<file path="src/rtl/rv_defs.sv">
// Shared RV32I decode definitions: opcodes, ALU operation codes (base and M),
// result-source encodings, immediate formats and the decoded control word.
package rv_defs;

    localparam int unsigned ALU_W = 5;

    localparam logic [6:0] OPC_OP     = 7'h33;
    localparam logic [6:0] OPC_OP_IMM = 7'h13;
    localparam logic [6:0] OPC_LOAD   = 7'h03;
    localparam logic [6:0] OPC_STORE  = 7'h23;
    localparam logic [6:0] OPC_BRANCH = 7'h63;
    localparam logic [6:0] OPC_JAL    = 7'h6F;
    localparam logic [6:0] OPC_JALR   = 7'h67;
    localparam logic [6:0] OPC_LUI    = 7'h37;
    localparam logic [6:0] OPC_AUIPC  = 7'h17;

    localparam logic [ALU_W-1:0] ALU_ADD    = 5'd0;
    localparam logic [ALU_W-1:0] ALU_SUB    = 5'd1;
    localparam logic [ALU_W-1:0] ALU_SLL    = 5'd2;
    localparam logic [ALU_W-1:0] ALU_SLT    = 5'd3;
    localparam logic [ALU_W-1:0] ALU_SLTU   = 5'd4;
    localparam logic [ALU_W-1:0] ALU_XOR    = 5'd5;
    localparam logic [ALU_W-1:0] ALU_SRL    = 5'd6;
    localparam logic [ALU_W-1:0] ALU_SRA    = 5'd7;
    localparam logic [ALU_W-1:0] ALU_OR     = 5'd8;
    localparam logic [ALU_W-1:0] ALU_AND    = 5'd9;
    localparam logic [ALU_W-1:0] ALU_MUL    = 5'd16;
    localparam logic [ALU_W-1:0] ALU_MULH   = 5'd17;
    localparam logic [ALU_W-1:0] ALU_MULHSU = 5'd18;
    localparam logic [ALU_W-1:0] ALU_MULHU  = 5'd19;
    localparam logic [ALU_W-1:0] ALU_DIV    = 5'd20;
    localparam logic [ALU_W-1:0] ALU_DIVU   = 5'd21;
    localparam logic [ALU_W-1:0] ALU_REM    = 5'd22;
    localparam logic [ALU_W-1:0] ALU_REMU   = 5'd23;

    localparam logic [1:0] RES_ALU = 2'd0;
    localparam logic [1:0] RES_MEM = 2'd1;
    localparam logic [1:0] RES_PC4 = 2'd2;

    typedef enum logic [2:0] {
        IMM_NONE,
        IMM_I,
        IMM_S,
        IMM_B,
        IMM_U,
        IMM_J
    } imm_fmt_e;

    typedef struct packed {
        logic [4:0]       rs1;
        logic [4:0]       rs2;
        logic [4:0]       rd;
        logic [2:0]       funct3;
        logic [ALU_W-1:0] alu_ctrl;
        logic             alu_src;
        logic             alu_a_pc;
        logic [1:0]       res_src;
        logic             mem_we;
        logic             mem_re;
        logic             reg_we;
        logic             branch;
        logic             jump;
        logic             jalr;
        logic             illegal;
    } ctrl_t;

    // Register/immediate ALU op from funct3; alt selects SUB/SRA.
    function automatic logic [ALU_W-1:0] alu_base(input logic [2:0] f3, input logic alt);
        logic [ALU_W-1:0] op;
        case (f3)
            3'd0:    op = alt ? ALU_SUB : ALU_ADD;
            3'd1:    op = ALU_SLL;
            3'd2:    op = ALU_SLT;
            3'd3:    op = ALU_SLTU;
            3'd4:    op = ALU_XOR;
            3'd5:    op = alt ? ALU_SRA : ALU_SRL;
            3'd6:    op = ALU_OR;
            default: op = ALU_AND;
        endcase
        return op;
    endfunction

    // M-extension codes are laid out in funct3 order starting at ALU_MUL.
    function automatic logic [ALU_W-1:0] alu_mext(input logic [2:0] f3);
        return ALU_MUL | ALU_W'(f3);
    endfunction

endpackage

</file>
<file path="src/rtl/rv_imm_gen.sv">
// Combinational RV32 immediate extractor; sign-extends the selected format to XLEN.
module rv_imm_gen
    import rv_defs::*;
#(
    parameter int unsigned XLEN = 32
) (
    input  logic [31:7]     instr,
    input  imm_fmt_e        fmt,
    output logic [XLEN-1:0] imm
);

    logic [31:0] imm32;

    always_comb begin
        imm32 = '0;
        case (fmt)
            IMM_I:   imm32 = {{20{instr[31]}}, instr[31:20]};
            IMM_S:   imm32 = {{20{instr[31]}}, instr[31:25], instr[11:7]};
            IMM_B:   imm32 = {{19{instr[31]}}, instr[31], instr[7], instr[30:25],
                              instr[11:8], 1'b0};
            IMM_U:   imm32 = {instr[31:12], 12'h000};
            IMM_J:   imm32 = {{11{instr[31]}}, instr[31], instr[19:12], instr[20],
                              instr[30:21], 1'b0};
            default: imm32 = '0;
        endcase
    end

    assign imm = XLEN'($signed(imm32));

endmodule

</file>
<file path="src/rtl/rv_decode_stage.sv">
// Registered, handshaked RV32I decode stage with flush and illegal flagging.
// Define RV_M_EXT_EN to decode the M extension; otherwise it is flagged illegal.
module rv_decode_stage
    import rv_defs::*;
#(
    parameter int unsigned XLEN       = 32,
    parameter int unsigned ALU_CTRL_W = 5
) (
    input  logic                  clk,
    input  logic                  rst_n,
    input  logic                  in_valid,
    output logic                  in_ready,
    input  logic [31:0]           in_instr,
    input  logic [XLEN-1:0]       in_pc,
    input  logic                  flush,
    output logic                  out_valid,
    input  logic                  out_ready,
    output logic [XLEN-1:0]       out_pc,
    output logic [4:0]            rs1,
    output logic [4:0]            rs2,
    output logic [4:0]            rd,
    output logic [2:0]            funct3,
    output logic [XLEN-1:0]       imm,
    output logic [ALU_CTRL_W-1:0] alu_ctrl,
    output logic                  alu_src,
    output logic                  alu_a_pc,
    output logic [1:0]            res_src,
    output logic                  mem_we,
    output logic                  mem_re,
    output logic                  reg_we,
    output logic                  branch,
    output logic                  jump,
    output logic                  jalr,
    output logic                  illegal
);

    logic [6:0]      opcode;
    logic [2:0]      f3;
    logic [6:0]      f7;
    ctrl_t           dec;
    imm_fmt_e        fmt;
    logic            bad;
    logic            wr;
    logic [XLEN-1:0] imm_d;

    logic            valid_q;
    ctrl_t           ctrl_q;
    logic [XLEN-1:0] pc_q;
    logic [XLEN-1:0] imm_q;
    logic            load;

    assign opcode = in_instr[6:0];
    assign f3     = in_instr[14:12];
    assign f7     = in_instr[31:25];

    // Instruction decode into the control word and immediate format.
    always_comb begin
        dec          = '0;
        fmt          = IMM_NONE;
        bad          = 1'b0;
        wr           = 1'b0;
        dec.rs1      = in_instr[19:15];
        dec.rs2      = in_instr[24:20];
        dec.rd       = in_instr[11:7];
        dec.funct3   = f3;
        dec.alu_ctrl = ALU_ADD;
        dec.res_src  = RES_ALU;
        case (opcode)
            OPC_OP: begin
                wr = 1'b1;
                if (f7 == 7'h00) begin
                    dec.alu_ctrl = alu_base(f3, 1'b0);
                end else if (f7 == 7'h20 && (f3 == 3'd0 || f3 == 3'd5)) begin
                    dec.alu_ctrl = alu_base(f3, 1'b1);
`ifdef RV_M_EXT_EN
                end else if (f7 == 7'h01) begin
                    dec.alu_ctrl = alu_mext(f3);
`endif
                end else begin
                    bad = 1'b1;
                end
            end
            OPC_OP_IMM: begin
                wr          = 1'b1;
                fmt         = IMM_I;
                dec.alu_src = 1'b1;
                // Shifts carry a shamt in [24:20]; the upper bits must be a known pattern.
                if (f3 == 3'd1) begin
                    dec.alu_ctrl = ALU_SLL;
                    bad          = (f7 != 7'h00);
                end else if (f3 == 3'd5) begin
                    dec.alu_ctrl = in_instr[30] ? ALU_SRA : ALU_SRL;
                    bad          = (f7 != 7'h00) && (f7 != 7'h20);
                end else begin
                    dec.alu_ctrl = alu_base(f3, 1'b0);
                end
            end
            OPC_LOAD: begin
                wr          = 1'b1;
                fmt         = IMM_I;
                dec.alu_src = 1'b1;
                dec.mem_re  = 1'b1;
                dec.res_src = RES_MEM;
                bad         = (f3 == 3'd3) || (f3 == 3'd6) || (f3 == 3'd7);
            end
            OPC_STORE: begin
                fmt         = IMM_S;
                dec.alu_src = 1'b1;
                dec.mem_we  = 1'b1;
                bad         = (f3 > 3'd2);
            end
            OPC_BRANCH: begin
                fmt        = IMM_B;
                dec.branch = 1'b1;
                case (f3)
                    3'd0, 3'd1: dec.alu_ctrl = ALU_SUB;
                    3'd4, 3'd5: dec.alu_ctrl = ALU_SLT;
                    3'd6, 3'd7: dec.alu_ctrl = ALU_SLTU;
                    default:    bad = 1'b1;
                endcase
            end
            OPC_JAL: begin
                wr           = 1'b1;
                fmt          = IMM_J;
                dec.jump     = 1'b1;
                dec.alu_src  = 1'b1;
                dec.alu_a_pc = 1'b1;
                dec.res_src  = RES_PC4;
            end
            OPC_JALR: begin
                wr          = 1'b1;
                fmt         = IMM_I;
                dec.jump    = 1'b1;
                dec.jalr    = 1'b1;
                dec.alu_src = 1'b1;
                dec.res_src = RES_PC4;
                bad         = (f3 != 3'd0);
            end
            OPC_LUI: begin
                wr          = 1'b1;
                fmt         = IMM_U;
                dec.alu_src = 1'b1;
                dec.rs1     = 5'd0;
            end
            OPC_AUIPC: begin
                wr           = 1'b1;
                fmt          = IMM_U;
                dec.alu_src  = 1'b1;
                dec.alu_a_pc = 1'b1;
            end
            default: bad = 1'b1;
        endcase
        if (in_instr[1:0] != 2'b11) begin
            bad = 1'b1;
        end
        dec.reg_we  = wr && (dec.rd != 5'd0) && !bad;
        dec.illegal = bad;
        // Illegal beats travel on harmlessly so the exception is raised downstream.
        if (bad) begin
            dec.mem_we = 1'b0;
            dec.mem_re = 1'b0;
            dec.branch = 1'b0;
            dec.jump   = 1'b0;
            dec.jalr   = 1'b0;
        end
    end

    rv_imm_gen #(
        .XLEN(XLEN)
    ) u_imm_gen (
        .instr(in_instr[31:7]),
        .fmt  (fmt),
        .imm  (imm_d)
    );

    assign in_ready = !valid_q || out_ready;
    assign load     = in_valid && in_ready && !flush;

    // One-entry pipeline register; flush wins over capture and drain.
    always_ff @(posedge clk or negedge rst_n) begin
        if (!rst_n) begin
            valid_q <= 1'b0;
            ctrl_q  <= '0;
            pc_q    <= '0;
            imm_q   <= '0;
        end else if (flush) begin
            valid_q <= 1'b0;
        end else if (load) begin
            valid_q <= 1'b1;
            ctrl_q  <= dec;
            pc_q    <= in_pc;
            imm_q   <= imm_d;
        end else if (out_ready) begin
            valid_q <= 1'b0;
        end
    end

    assign out_valid = valid_q;
    assign out_pc    = pc_q;
    assign imm       = imm_q;
    assign rs1       = ctrl_q.rs1;
    assign rs2       = ctrl_q.rs2;
    assign rd        = ctrl_q.rd;
    assign funct3    = ctrl_q.funct3;
    assign alu_ctrl  = ALU_CTRL_W'(ctrl_q.alu_ctrl);
    assign alu_src   = ctrl_q.alu_src;
    assign alu_a_pc  = ctrl_q.alu_a_pc;
    assign res_src   = ctrl_q.res_src;
    assign mem_we    = ctrl_q.mem_we;
    assign mem_re    = ctrl_q.mem_re;
    assign reg_we    = ctrl_q.reg_we;
    assign branch    = ctrl_q.branch;
    assign jump      = ctrl_q.jump;
    assign jalr      = ctrl_q.jalr;
    assign illegal   = ctrl_q.illegal;

endmodule

</file>
<file path="config.mk">
export PLATFORM = sky130hd
export DESIGN_NAME = rv_decode_stage
export DESIGN_NICKNAME = d
export VERILOG_FILES = /design/src/rtl/rv_defs.sv /design/src/rtl/rv_imm_gen.sv /design/src/rtl/rv_decode_stage.sv
export SDC_FILE = /design/constraint.sdc
export NUM_CORES = 1
export LEC_CHECK = 0
export CAP_MARGIN = 20
export CORE_MARGIN = 3
export CORE_UTILIZATION = 35
export DETAILED_ROUTE_END_ITERATION = 6
export PLACE_DENSITY_LB_ADDON = 0.05
export SLEW_MARGIN = 10
export SYNTH_ARGS = -nofsm -noshare
export SYNTH_HDL_FRONTEND = slang
export SYNTH_SLANG_ARGS = --single-unit
</file>
<file path="constraint.sdc">
create_clock -name clk -period 2.4 [get_ports clk]
set_input_delay 0.48 -clock clk [delete_from_list [all_inputs] [get_ports clk]]
set_output_delay 0.48 -clock clk [all_outputs]
set_load 0.02 [all_outputs]
</file>
==> metrics, run 1 <==
status=completed; fin. max-slew vios=0; met1 Resource Use GR=between 20 and 30%; final core utilization=57.7%; total grt overflow=0; placed cell count=827; # nets final=743; Max Clock Skew=between 0.004 and 0.005 ns; # diodes=0; port buffer count=167; CTS HTree Levels=3; share of the synthesized area in the top cell type=about 57%; Synthesized Nets=550; met2 usage=a little under a third; first-pass GRT wire length=about 21000 um; First-pass DRT Iterations=4; Most Crowded Layer GR=met2; number of global-route vias before repair=between 4000 and 5000; DP Area=between 6000 and 7000 um2; RSZ-0062 raised after global routing=false; FMAX=~440 MHz; largest net degree at the start of global routing=60; Yosys top cell by area=dfrtp_1; Hold Violations, Final=0; root buffer cell=clkbuf_16; power per cell area=between 600 and 700 nW/um2; DRC marker count from the first detailed-route iteration=236; postcts setup bufs=0; top cells by count, synth=nand2_1 (187), dfrtp_1 (98), a21oi_1 (22), clkbuf_1 (22), nor2_1 (19); area delta synth->final=57.1%; wire per inst=roughly 16 um; Antenna Violating Nets Remaining=0; Worst-Margin Slew=around 0.59 ns; CTS sink count=between 90 and 100; worst slack at placement=-0.0690 ns; Syn Std Cell Area=roughly 4300 um2; Final Cell Area=a little under 7000 um2; WL final=around 13000 um; Fin Hold WS=roughly 0.14 ns; antenna violations before repair=0; DR vias/cell=4.81; post-CTS sizing=0; Arr. time, crit path=approximately 1.8 ns; worst vdd rail ir drop=approximately 0.36 mV; Leak=3.04 nW; met3 GRT Util=under 10%; Std-Cell Rows=39; post-synth cell types=52; worst setup margin=about 0.12 ns; FF+latch count, synth=between 90 and 100; required time of the critical path=1.92 ns; Yosys Warn Count=0; # DRC=0; Final Setup Violations=0; crit start category=input pin; Max transition margin=roughly three fifths; DIE AREA=~14000 um2; I/O pin count=about 170; top_reg_cell synth=dfrtp_1; critical-path maximum fanout=4; Hold Crit Class=input pin to async pin; Finished Layout Cells=between 800 and 900; layout cells sized above 1=a little over a tenth; register area share after synthesis=56.8%; Die Y=approximately 120 um; total number of vias=4055; clk slew on worst S/H paths=roughly 0.070 ns; crit path time final=~2.3 ns; DIE WIDTH=around 120 um; initial core utilization=a little under two fifths; critical path class=input pin to output pin; CTS tree=built; placed wire-length estimate=a little under 10000 um; largest buffer count on any clock path=2; total of max-cap violations=0; Crit. End Element=output pin; gpl congestion=0.864; syn_area_per_cell=about 9 um2; core area=roughly 12000 um2; cells after synthesis=just under 500; ys async rst share=100%; Post-synth EDFFs=0; count leader, synth=nand2_1; GRT Total Usage=between 10% and 20%; clock latency on the worst-skew pair=approximately 0.34 ns; # hold bufs at CTS=0; top post-synthesis cells by area=dfrtp_1 (57%), nand2_1 (16%), a21oi_1 (2.5%); TritonCTS buffer count=9; Tcrit/Tclk final=between 90% and 100%
==> where the power goes <==
group          switching, W  internal [W]
sequential        0.0000773       0.00180
combinational      0.000518      0.000482
clock              0.000649      0.000850
total               0.00124       0.00313
==> layout make-up <==
cell class | instances | area (um2)
timing repair buffer | 211 | 2060
fill | 1073 | 4970
inverter | 5 | 18.8
tap | 164 | 205
sequential | 98 | 2450
multi-input combinational | 349 | 1740
clock inverter | 6 | 71.3
clock buffer | 10 | 239
==> placed cells by master (no fill, tap or decap), types with 2 or more instances in the layout <==
| master | Yosys | layout |
|---|---|---|
| or3_1 | 4 | 4 |
| nand3_1 | 11 | 11 |
| a22o_1 | 7 | 7 |
| nor2_1 | 19 | 19 |
| inv_6 | 0 | 2 |
| nand2b_1 | 2 | 2 |
| nor3_1 | 4 | 4 |
| dfrtp_1 | 98 | 98 |
| nand2_1 | 187 | 187 |
| a31oi_1 | 2 | 2 |
| clkdlybuf4s50_1 | 0 | 166 |
| clkbuf_16 | 0 | 9 |
| buf_4 | 1 | 40 |
| nand3b_1 | 3 | 3 |
| nor4b_1 | 2 | 2 |
| buf_12 | 0 | 5 |
| o21ai_1 | 13 | 13 |
| o21ai_0 | 16 | 16 |
| o31ai_1 | 4 | 4 |
| nand4_1 | 2 | 2 |
| nor2b_1 | 13 | 13 |
| inv_1 | 5 | 5 |
| or4_4 | 2 | 2 |
| a21oi_1 | 22 | 22 |
| a221oi_1 | 4 | 4 |
| or4_1 | 3 | 3 |
| o41ai_1 | 3 | 3 |
==> kinds of logic after synthesis <==
group	count (synthesis)	synth area share (%)
flops	98	56.8
compound gates	88	13.6
other cells	1	0.0868
simple gates	260	26.4
buf+inv	34	3.13
==> path summary, 6_finish.rpt <==
path	startpoint	end	slack, ns	cells after the start
min in group clk	rs1[2]$_DFFE_PN0P_	rs1[2]$_DFFE_PN0P_	0.47	2
worst max-delay path	out_ready	in_ready	0.12	4
max in group asynchronous	rst_n	branch$_DFFE_PN0P_	1.59	2
worst max register to register	out_valid$_DFFE_PN0P_	jalr$_DFFE_PN0P_	0.67	5
worst min-delay path	rst_n	rs1[4]$_DFFE_PN0P_	0.14	1
worst min register to register	rs1[2]$_DFFE_PN0P_	rs1[2]$_DFFE_PN0P_	0.47	2
==> stage by stage <==
| step | power (W) | setup TNS (ns) |
|---|---|---|
| floorplan | 0.00232 | 0 |
| global placement | 0.00290 | -0.0695 |
| detailed placement | 0.00292 | -0.0876 |
| CTS | 0.00443 | 0 |
| global route | 0.00459 | 0 |
| finish | 0.00438 | 0 |
==> routing by layer <==
metal | vias to the layer above | routed length, um
met1 | 1924 | 6080
met3 | 9 | 805
met5 | - | 0
met4 | 0 | 136
met2 | 121 | 6190
li1 | 2001 | -
==> state kept, by name (all words and copies together) (netlist names), 2 cells and up <==
signal	count
out_pc	32
rd	5
funct3	3
rs2	5
alu_ctrl	4
imm	32
res_src	2
rs1	5
==> worst max-delay path, cell delays in order <==
cell	delay, ns
clkdlybuf4s50_1	0.39
nor2b_1	0.27
inv_1	0.10
clkdlybuf4s50_1	0.55
No activity file was read; power rests on OpenSTA's default activity.
==> run 2: changes to the inputs <==
- ABC_CLOCK_PERIOD_IN_PS: unset -> 2400
- PLACE_DENSITY: unset -> 0.73
- PLACE_DENSITY_LB_ADDON: 0.05 -> unset
==> metrics, run 2 (synthesis results as in run 1) <==
antenna violations before repair=0; gpl congestion=slightly below 0.9; Worst-Margin Slew=approximately 0.58 ns; DRC marker count from the first detailed-route iteration=~300; Fin Hold WS=around 0.14 ns; Die Y=between 100 and 150 um; Crit path top cell by count=clkdlybuf4s50_1; critical-path maximum fanout=4; First-pass DRT Iterations=4; # nets final=between 700 and 800; initial core utilization=between 30% and 40%; total of max-cap violations=0; critical path class=input pin to output pin; FMAX=approximately 440 MHz; CTS tree=built; most frequent cells in the layout=nand2_1 (187), clkdlybuf4s50_1 (166), dfrtp_1 (98); Max Clock Skew=0.00761 ns; crit start category=input pin; Leak=3.00 nW; Crit. End Element=output pin; Max transition margin=between 60 and 70%; Met3 Wirelength=~1100 um; Top Metal Used=met4; sequential share of power=43.4%; port buffer count=167; total number of vias=a little over 4000; layout cells sized above 1=roughly 9.6%; DIE AREA=~14000 um2; leading cell type in the layout, fill and taps excluded=nand2_1; core area=between 10000 and 15000 um2; first-pass GRT wire length=~21000 um; largest buffer count on any clock path=2; switching part of the total=between 20% and 30%; WL met2=between 6000 and 7000 um; wire per inst=around 16 um; Arr. time, crit path=approximately 1.8 ns; worst setup margin=~0.13 ns; power per cell area=approximately 650 nW/um2; # diodes=0; CTS HTree Levels=3; WL final=between 10000 and 15000 um; clk slew on worst S/H paths=around 0.07 ns; # DRC=0; largest net degree at the start of global routing=78; DR vias/cell=about 5; fin. max-slew vios=0; Tcrit/Tclk final=94.6%; GRT Total Usage=between 10% and 20%; required time of the critical path=around 1.9 ns; area delta synth->final=55.2%; RSZ-0062 raised after global routing=false; internal power=between 0.003 and 0.004 W; Hold Crit Class=input pin to async pin; # hold bufs at CTS=0; placed wire-length estimate=about 10000 um; Antenna Violating Nets Remaining=0; CP max stage cell=clkdlybuf4s50_1; peak per-stage delay on the critical path=about 0.55 ns; post-CTS sizing=0; DIE WIDTH=~120 um; crit path time final=between 2 and 2.5 ns; worst slack at placement=-0.0737 ns; clock latency on the worst-skew pair=0.33 ns; Psw=approximately 0.0012 W; Final Setup Violations=0; clock power share=about a third; crit-path cells=clkdlybuf4s50_1 -> nor2b_1 -> inv_1 -> clkdlybuf4s50_1; Final Power=0.00434 W; Std-Cell Rows=39; Hold Violations, Final=0; TritonCTS buffer count=9; postcts setup bufs=0; Logic pwr share=22.9%; I/O pin count=roughly 170; reg2reg setup slack=between 0.6 and 0.7 ns; root buffer cell=clkbuf_16; number of global-route vias before repair=between 4000 and 5000; CTS sink count=98; worst vdd rail ir drop=around 0.35 mV; total grt overflow=0; DRT met1 WL=~5500 um; status=completed
run 2: through the flow:
| step | TNS [ns] | utilization, % | area (um2) | instances |
|---|---|---|---|---|
| after floorplan | 0 | - | 4320 | 481 |
| after global placement | -0.0554 | 54.4 | 6400 | 822 |
| after detailed placement | -0.0982 | 54.4 | 6400 | 822 |
| after CTS | 0 | 57.0 | 6700 | 838 |
| after global routing | 0 | 57.0 | 6700 | 838 |
| final | 0 | 57.0 | 6700 | 838 |
run 2: path summary, 6_finish.rpt:
| path | from | endpoint | depth (start not counted) |
|---|---|---|---|
| worst max-delay path | out_ready | in_ready | 4 |
| worst min-delay path | rst_n | res_src[0]$_DFFE_PN0P_ | 1 |
| worst max register to register | out_valid$_DFFE_PN0P_ | mem_we$_DFFE_PN0P_ | 5 |
| worst min register to register | rs2[4]$_DFFE_PN0P_ | rs2[4]$_DFFE_PN0P_ | 2 |
| max in group asynchronous | rst_n | imm[3]$_DFFE_PN0P_ | 2 |
| min in group clk | rs2[4]$_DFFE_PN0P_ | rs2[4]$_DFFE_PN0P_ | 2 |
run 2: routing by layer:
metal / global-route usage, % / vias up
li1: - / 1989
met1: 25.5 / 1924
met2: 31.5 / 154
met3: 5.40 / 16
met4: 5.66 / 0
met5: 0 / -
run 2: area by class of cell:
type / instances / area (um2)
Fill cell: 1077 / 5060
Sequential cell: 98 / 2450
Timing Repair Buffer: 206 / 1990
Multi-Input combinational cell: 349 / 1740
Clock buffer: 10 / 229
Tap cell: 164 / 205
Clock inverter: 6 / 72.6
Inverter: 5 / 18.8
run 2: worst max-delay path: cells and delay by family:
family	cells	cell delay (ns)
buf+inv	3	1.05
simple gates	1	0.26
run 2: power groups by stage:
stage	combinational, W	clock, W	sequential (W)
2_1_floorplan	0.000224	0	0.00209
3_3_place_gp	0.000984	0	0.00190
3_5_place_dp	0.00100	0	0.00192
4_1_cts	0.00101	0.00150	0.00188
5_1_grt	0.00108	0.00159	0.00190
6_report	0.000993	0.00146	0.00188
